## config.mk

```make
export PLATFORM = sky130hd
export DESIGN_NAME = seg_scan_ctrl
export DESIGN_NICKNAME = d
export VERILOG_FILES = /design/src/rtl/seg_pkg.sv /design/src/rtl/hex_to_seg.sv /design/src/rtl/seg_scan_ctrl.sv
export SDC_FILE = /design/constraint.sdc
export NUM_CORES = 1
export LEC_CHECK = 0
export ABC_AREA = 1
export BUFFER_PORTS_ARGS = -buffer_cell sky130_fd_sc_hd__buf_2
export CAP_MARGIN = 20
export CORE_ASPECT_RATIO = 1.5
export CORE_MARGIN = 2
export CORE_UTILIZATION = 55
export DETAILED_ROUTE_END_ITERATION = 8
export PLACE_DENSITY = 0.81
export SLEW_MARGIN = 30
export SYNTH_ARGS = -nofsm -noshare
export SYNTH_HDL_FRONTEND = slang
export SYNTH_HIERARCHICAL = 1
export SYNTH_SLANG_ARGS = --single-unit
export TNS_END_PERCENT = 50
```

## constraint.sdc

```tcl
create_clock -name clk -period 1.96 [get_ports clk]
set_input_delay 0.392 -clock clk [delete_from_list [all_inputs] [get_ports clk]]
set_output_delay 0.392 -clock clk [all_outputs]
set_load 0.01 [all_outputs]
```

## src/rtl/seg_pkg.sv

```systemverilog
// rtl/seg_pkg.sv - shared constants, segment table and leading-zero helper
// Purpose: segment vector type, active-low hex segment table, blanking mask.
// No ports (package).
package seg_pkg;

  localparam int NUM_DIGITS = 8;

  // Segment vector, bit order {g,f,e,d,c,b,a}, active-low.
  typedef logic [6:0] seg_t;

  localparam seg_t SEG_BLANK = 7'h7F;

  // Entry n is the active-low pattern for hex value n (listed F down to 0).
  localparam logic [15:0][6:0] SEG_TABLE = {
    7'h0E, 7'h06, 7'h21, 7'h46, 7'h03, 7'h08, 7'h10, 7'h00,
    7'h78, 7'h02, 7'h12, 7'h19, 7'h30, 7'h24, 7'h79, 7'h40
  };

  // Digit k is blanked when it and every higher nibble are zero.
  // Digit 0 always stays lit so a zero word still reads "0".
  function automatic logic [NUM_DIGITS-1:0] lz_mask_of(input logic [31:0] word,
                                                       input logic blank);
    logic [NUM_DIGITS-1:0] m;
    logic                  all_zero;
    m        = '0;
    all_zero = blank;
    for (int k = NUM_DIGITS - 1; k >= 1; k--) begin
      all_zero = all_zero & (word[4*k +: 4] == 4'h0);
      m[k]     = all_zero;
    end
    return m;
  endfunction

endpackage

```

## src/rtl/hex_to_seg.sv

```systemverilog
// rtl/hex_to_seg.sv - combinational hex nibble to active-low segment decoder
// Ports:
//   nib  in  4  hex value
//   seg  out 7  segments {g,f,e,d,c,b,a}, active-low
module hex_to_seg
  import seg_pkg::*;
(
  input  logic [3:0] nib,
  output seg_t       seg
);

  assign seg = SEG_TABLE[nib];

endmodule

```

## src/rtl/seg_scan_ctrl.sv

```systemverilog
// rtl/seg_scan_ctrl.sv - eight-digit seven-segment scan controller
// Purpose: holds the displayed word and digit index, commits new words only
// at frame boundaries, decodes the returned nibble and registers the
// active-low anode/segment/decimal-point lines.
// Ports:
//   clk, rst_n            clock, asynchronous active-low reset
//   data_in[31:0], load   word to display and its capture strobe
//   dp_in[7:0]            per-digit decimal point request (live)
//   blank_lz              leading-zero blanking enable (sampled at commit)
//   disp_word[31:0], sel  committed word and digit index, to the nibble mux
//   nib_in[3:0]           nibble selected by the mux for the current sel
//   an_n, seg_n, dp_n     registered active-low display lines
//   pending               shadow holds an uncommitted word
//   frame_tick            one-cycle pulse when sel wraps 7 -> 0
module seg_scan_ctrl
  import seg_pkg::*;
#(
  parameter int REFRESH_DIV = 50000
) (
  input  logic                  clk,
  input  logic                  rst_n,
  input  logic [31:0]           data_in,
  input  logic                  load,
  input  logic [NUM_DIGITS-1:0] dp_in,
  input  logic                  blank_lz,
  output logic [31:0]           disp_word,
  output logic [2:0]            sel,
  input  logic [3:0]            nib_in,
  output logic [NUM_DIGITS-1:0] an_n,
  output seg_t                  seg_n,
  output logic                  dp_n,
  output logic                  pending,
  output logic                  frame_tick
);

  localparam int DIV_W = (REFRESH_DIV > 1) ? $clog2(REFRESH_DIV) : 1;

  logic [DIV_W-1:0]      div_cnt;
  logic [31:0]           shadow;
  logic [NUM_DIGITS-1:0] lz_mask;
  logic                  adv;
  logic                  commit;
  seg_t                  seg_dec;

  assign adv    = (div_cnt == DIV_W'(REFRESH_DIV - 1));
  assign commit = adv && (sel == 3'd7);

  hex_to_seg u_hex_to_seg (
    .nib (nib_in),
    .seg (seg_dec)
  );

  always_ff @(posedge clk or negedge rst_n) begin
    if (!rst_n) begin
      div_cnt <= '0;
      sel     <= '0;
    end else begin
      div_cnt <= adv ? '0 : div_cnt + DIV_W'(1);
      if (adv) sel <= sel + 3'd1;
    end
  end

  // A load on the commit cycle goes straight to disp_word so the newest
  // word is never held back a whole extra frame.
  always_ff @(posedge clk or negedge rst_n) begin
    if (!rst_n) begin
      shadow     <= '0;
      pending    <= 1'b0;
      disp_word  <= '0;
      lz_mask    <= '0;
      frame_tick <= 1'b0;
    end else begin
      frame_tick <= commit;
      if (load) shadow <= data_in;
      if (commit && load) begin
        disp_word <= data_in;
        lz_mask   <= lz_mask_of(data_in, blank_lz);
        pending   <= 1'b0;
      end else if (commit && pending) begin
        disp_word <= shadow;
        lz_mask   <= lz_mask_of(shadow, blank_lz);
        pending   <= 1'b0;
      end else if (load) begin
        pending   <= 1'b1;
      end
    end
  end

  // Anode, segment and decimal point all register from the same sel value,
  // so a digit change never shows the previous digit's segments.
  always_ff @(posedge clk or negedge rst_n) begin
    if (!rst_n) begin
      an_n  <= '1;
      seg_n <= SEG_BLANK;
      dp_n  <= 1'b1;
    end else begin
      an_n  <= ~(NUM_DIGITS'(1) << sel);
      seg_n <= lz_mask[sel] ? SEG_BLANK : seg_dec;
      dp_n  <= ~dp_in[sel];
    end
  end

endmodule

```

==> summary.md <==
| Metric | Value |
|---|---|
| Count leader, synth | `sky130_fd_sc_hd__nand2_1` |
| Netlist area before placement | `between 5000 and 6000 um^2` |
| Vias in the first global route | `approximately 4500` |
| Result of the run | `finished, final reports clean` |
| Period Utilization, post-route | `93.7%` |
| Category of the worst setup path launch point | `flop` |
| Startpoint of the worst-slack reg-to-reg timing path | `div_cnt[5]` |
| Number of distinct library cells after synthesis | `32` |
| ANT nets after route | `0` |
| Gate count of the mapped netlist | `~630` |
| Mapped Nets | `694` |
| GPL Wtd Cong | `0.888` |
| Antenna violations before repair | `0` |
| DR vias | `between 4000 and 5000` |
| Worst-case headroom to the max-slew limit | `60.9%` |
| Data required time at the worst endpoint | `2170 ps` |
| Die width | `82.9 um` |
| Standard cell core area | `between 9000 and 10000 um^2` |
| Share of flip-flops with an asynchronous set or reset after synthesis | `between 90% and 100%` |
| Most instantiated flip-flop cell in the synthesis netlist | `sky130_fd_sc_hd__dfrtp_1` |
| Share of final-layout standard cells stronger than drive strength 1 | `23.6%` |
| Count of max-cap constraint violations | `0` |
| Internal reg-to-reg setup slack | `around 120 ps` |
| Clk_lat worst skew | `340 ps` |
| Nets | `804` |
| Deepest level of the CTS H-tree | `3` |
| Die outline area | `10100 um^2` |
| Initial Util | `56.2%` |
| Slew at the pin closest to its max-slew limit | `just under 600 ps` |
| Count of standard-cell rows | `43` |
| Number of port buffers | `100` |
| Max-slew violation count | `0` |
| Final critical path time including I/O delays and setup | `~1800 ps` |
| Max FO, Critical Path | `8` |
| Layout area overhead | `20.0%` |
| Commonest cells in the synthesized netlist | `sky130_fd_sc_hd__nand2_1 (170), sky130_fd_sc_hd__dfrtp_1 (92), sky130_fd_sc_hd__inv_1 (83)` |
| Total Power Consumption | `4370 uW` |
| Diodes inserted | `0` |
| Power per cell area | `between 700 and 800 nW/um^2` |
| Count of filler cells inserted in the layout | `746` |
| Die span in y | `122 um` |
| Final routed DRC violation total | `0` |
| Post-route clock skew | `around 12 ps` |
| Data arrival, critical path | `2050 ps` |
| Fmax | `545 MHz` |
| RSZ-0062 raised after global routing | `false` |
| Max rail drop VDD | `0.570 mV` |
| Number of optimization iterations in the first detailed-route pass | `4` |
| Clock tree root driver cell | `sky130_fd_sc_hd__clkbuf_16` |
| I/O Pins | `101` |
| Post-Synthesis Mean Instance Area | `8.13 um^2` |
| Number of DRC violations after detailed-routing iteration 0 | `~340` |
| Pin count of the biggest net entering global routing | `46` |
| Path type of the worst setup path | `reg -> reg` |
| Buffer levels on the longest clock path | `2` |
| Worst hold slack | `50.4 ps` |
| Worst reg2reg path depth | `9` |
| Dominant cells by area after synthesis | `sky130_fd_sc_hd__dfrtp_1 (45%), sky130_fd_sc_hd__nand2_1 (12%), sky130_fd_sc_hd__dfstp_2 (8.2%), sky130_fd_sc_hd__inv_1 (6.1%), sky130_fd_sc_hd__nor2_1 (5.6%)` |
| Final setup vio count | `0` |
| Routed vias/inst | `5.12` |
| Half-perimeter wire length after detailed placement | `approximately 9000 um` |
| Post-detailed-route wirelength per cell | `13.8 um` |
| Register clock-pin slew on the reported worst setup and hold paths | `70 ps` |
| Final-report hold violation count | `0` |
| Cell taking the most area after synthesis | `sky130_fd_sc_hd__dfrtp_1` |
| Aggregate negative setup slack | `0 ps` |
| Number of flops mapped to enable cells by yosys | `0` |
| Post-Layout Inst Area | `6170 um^2` |
| Min-Delay Path Class | `in -> async` |
| CP endpoint kind | `flop` |
| Total of warnings raised by yosys | `6` |
| Sequential-to-total area share from yosys stat | `53.0%` |
| GRT Total Usage | `24.6%` |
| Global-route wire length before repair | `20200 um` |
| Flops & latches, synth | `108` |
| Post-CTS setup buffer count | `0` |
| CTS tree | `done` |
| Post-synth top area share | `about 45%` |
| Number of clock buffers inserted by TritonCTS | `9` |
| Remaining global-route overflow | `0` |
| Worst r2r dst | `disp_word[16]` |
| Cell leakage power | `roughly 0.0034 uW` |
| Placed Area | `5850 um^2` |
| Number of hold buffers added after cts | `0` |
| Routed Wire Length | `roughly 12000 um` |
| Number of sinks handled by clock tree synthesis | `108` |
## critical path: stages (launching register included)
cell,delay (ps)
sky130_fd_sc_hd__dfrtp_1,450
sky130_fd_sc_hd__nor2_2,200
sky130_fd_sc_hd__nand2_2,90
sky130_fd_sc_hd__nor2_4,120
sky130_fd_sc_hd__nand2_4,80
sky130_fd_sc_hd__nor2_8,120
sky130_fd_sc_hd__buf_6,160
sky130_fd_sc_hd__clkinvlp_4,180
sky130_fd_sc_hd__nor3_1,190
sky130_fd_sc_hd__o21ai_0,120
## per-layer routing
layer | share of wire (%) | routed length [um] | global-route usage (%)
met4 | 2.2 | 260 | 9.53
met5 | 0 | 0 | 0
met3 | 4.5 | 535 | 4.77
met1 | 40 | 4780 | 28.5
met2 | 53 | 6300 | 44.9
## per-stage QoR
step	setup WS, ps	util [%]	std cells
floorplan	250	-	632
global route	1.26	67.4	859
global placement	154	64.0	843
finish	124	67.4	859
CTS	41.0	67.0	859
detailed placement	75.1	64.0	843
## registers in the layout (all words and copies together) (netlist names)
| register | cells |
|---|---|
| lz_mask | 7 |
| div_cnt | 16 |
| an_n | 8 |
| disp_word | 32 |
| dp_n | 1 |
| frame_tick | 1 |
| shadow | 32 |
| sel | 3 |
| pending | 1 |
| seg_n | 7 |
## cell families after synthesis
family	Yosys count	share of synthesized area (%)
AND/OR/NAND/NOR	318	26.2
adder cells (fa/ha/maj)	14	3.41
AO/OA/AOI/OAI	78	7.84
XOR/XNOR	7	1.19
flip-flops	108	53.0
buffers and inverters	107	8.40
## timing repair
action,in CTS,in global routing
setup endpoints to repair,0,18
hold endpoints to repair,0,0
resized for setup,0,13
## layout by cell type (no fill, tap or decap), types with 16 or more instances in the layout
cell type                 count
sky130_fd_sc_hd__nor2_1      71
sky130_fd_sc_hd__inv_1       81
sky130_fd_sc_hd__o21ai_0     49
sky130_fd_sc_hd__a21oi_1     18
sky130_fd_sc_hd__nand2_1    170
sky130_fd_sc_hd__dfrtp_1     91
sky130_fd_sc_hd__nand3_1     38
sky130_fd_sc_hd__buf_2       99
sky130_fd_sc_hd__dfstp_2     16
## worst max path at each step
stage                     from            end  depth (start not counted)
finish              div_cnt[5]  disp_word[16]                          9
global route            sel[0]   disp_word[1]                          9
CTS                 div_cnt[0]    div_cnt[12]                         11
detailed placement  div_cnt[0]    div_cnt[12]                         11
global placement    div_cnt[0]  disp_word[17]                          9
floorplan           div_cnt[0]  disp_word[13]                         10
## area by class of cell
cell class / instances / area, um^2 / share of cell area (%)
multi-input combinational: 417 / 2010 / 32.6
sequential: 108 / 2720 / 44.2
clock buffer: 11 / 243 / 3.94
tap: 112 / 140 / 2.27
timing repair buffer: 117 / 672 / 10.9
inverter: 89 / 342 / 5.54
clock inverter: 5 / 36.3 / 0.588
## where the power goes
| group | internal, uW | leakage (uW) | switching (uW) |
|---|---|---|---|
| clock network | 900 | 0.000128 | 790 |
| logic | 118 | 0.00191 | 220 |
| registers | 2310 | 0.00136 | 28.1 |
| total | 3330 | 0.00340 | 1040 |
Note: power is estimated with default switching activity, not from simulation.
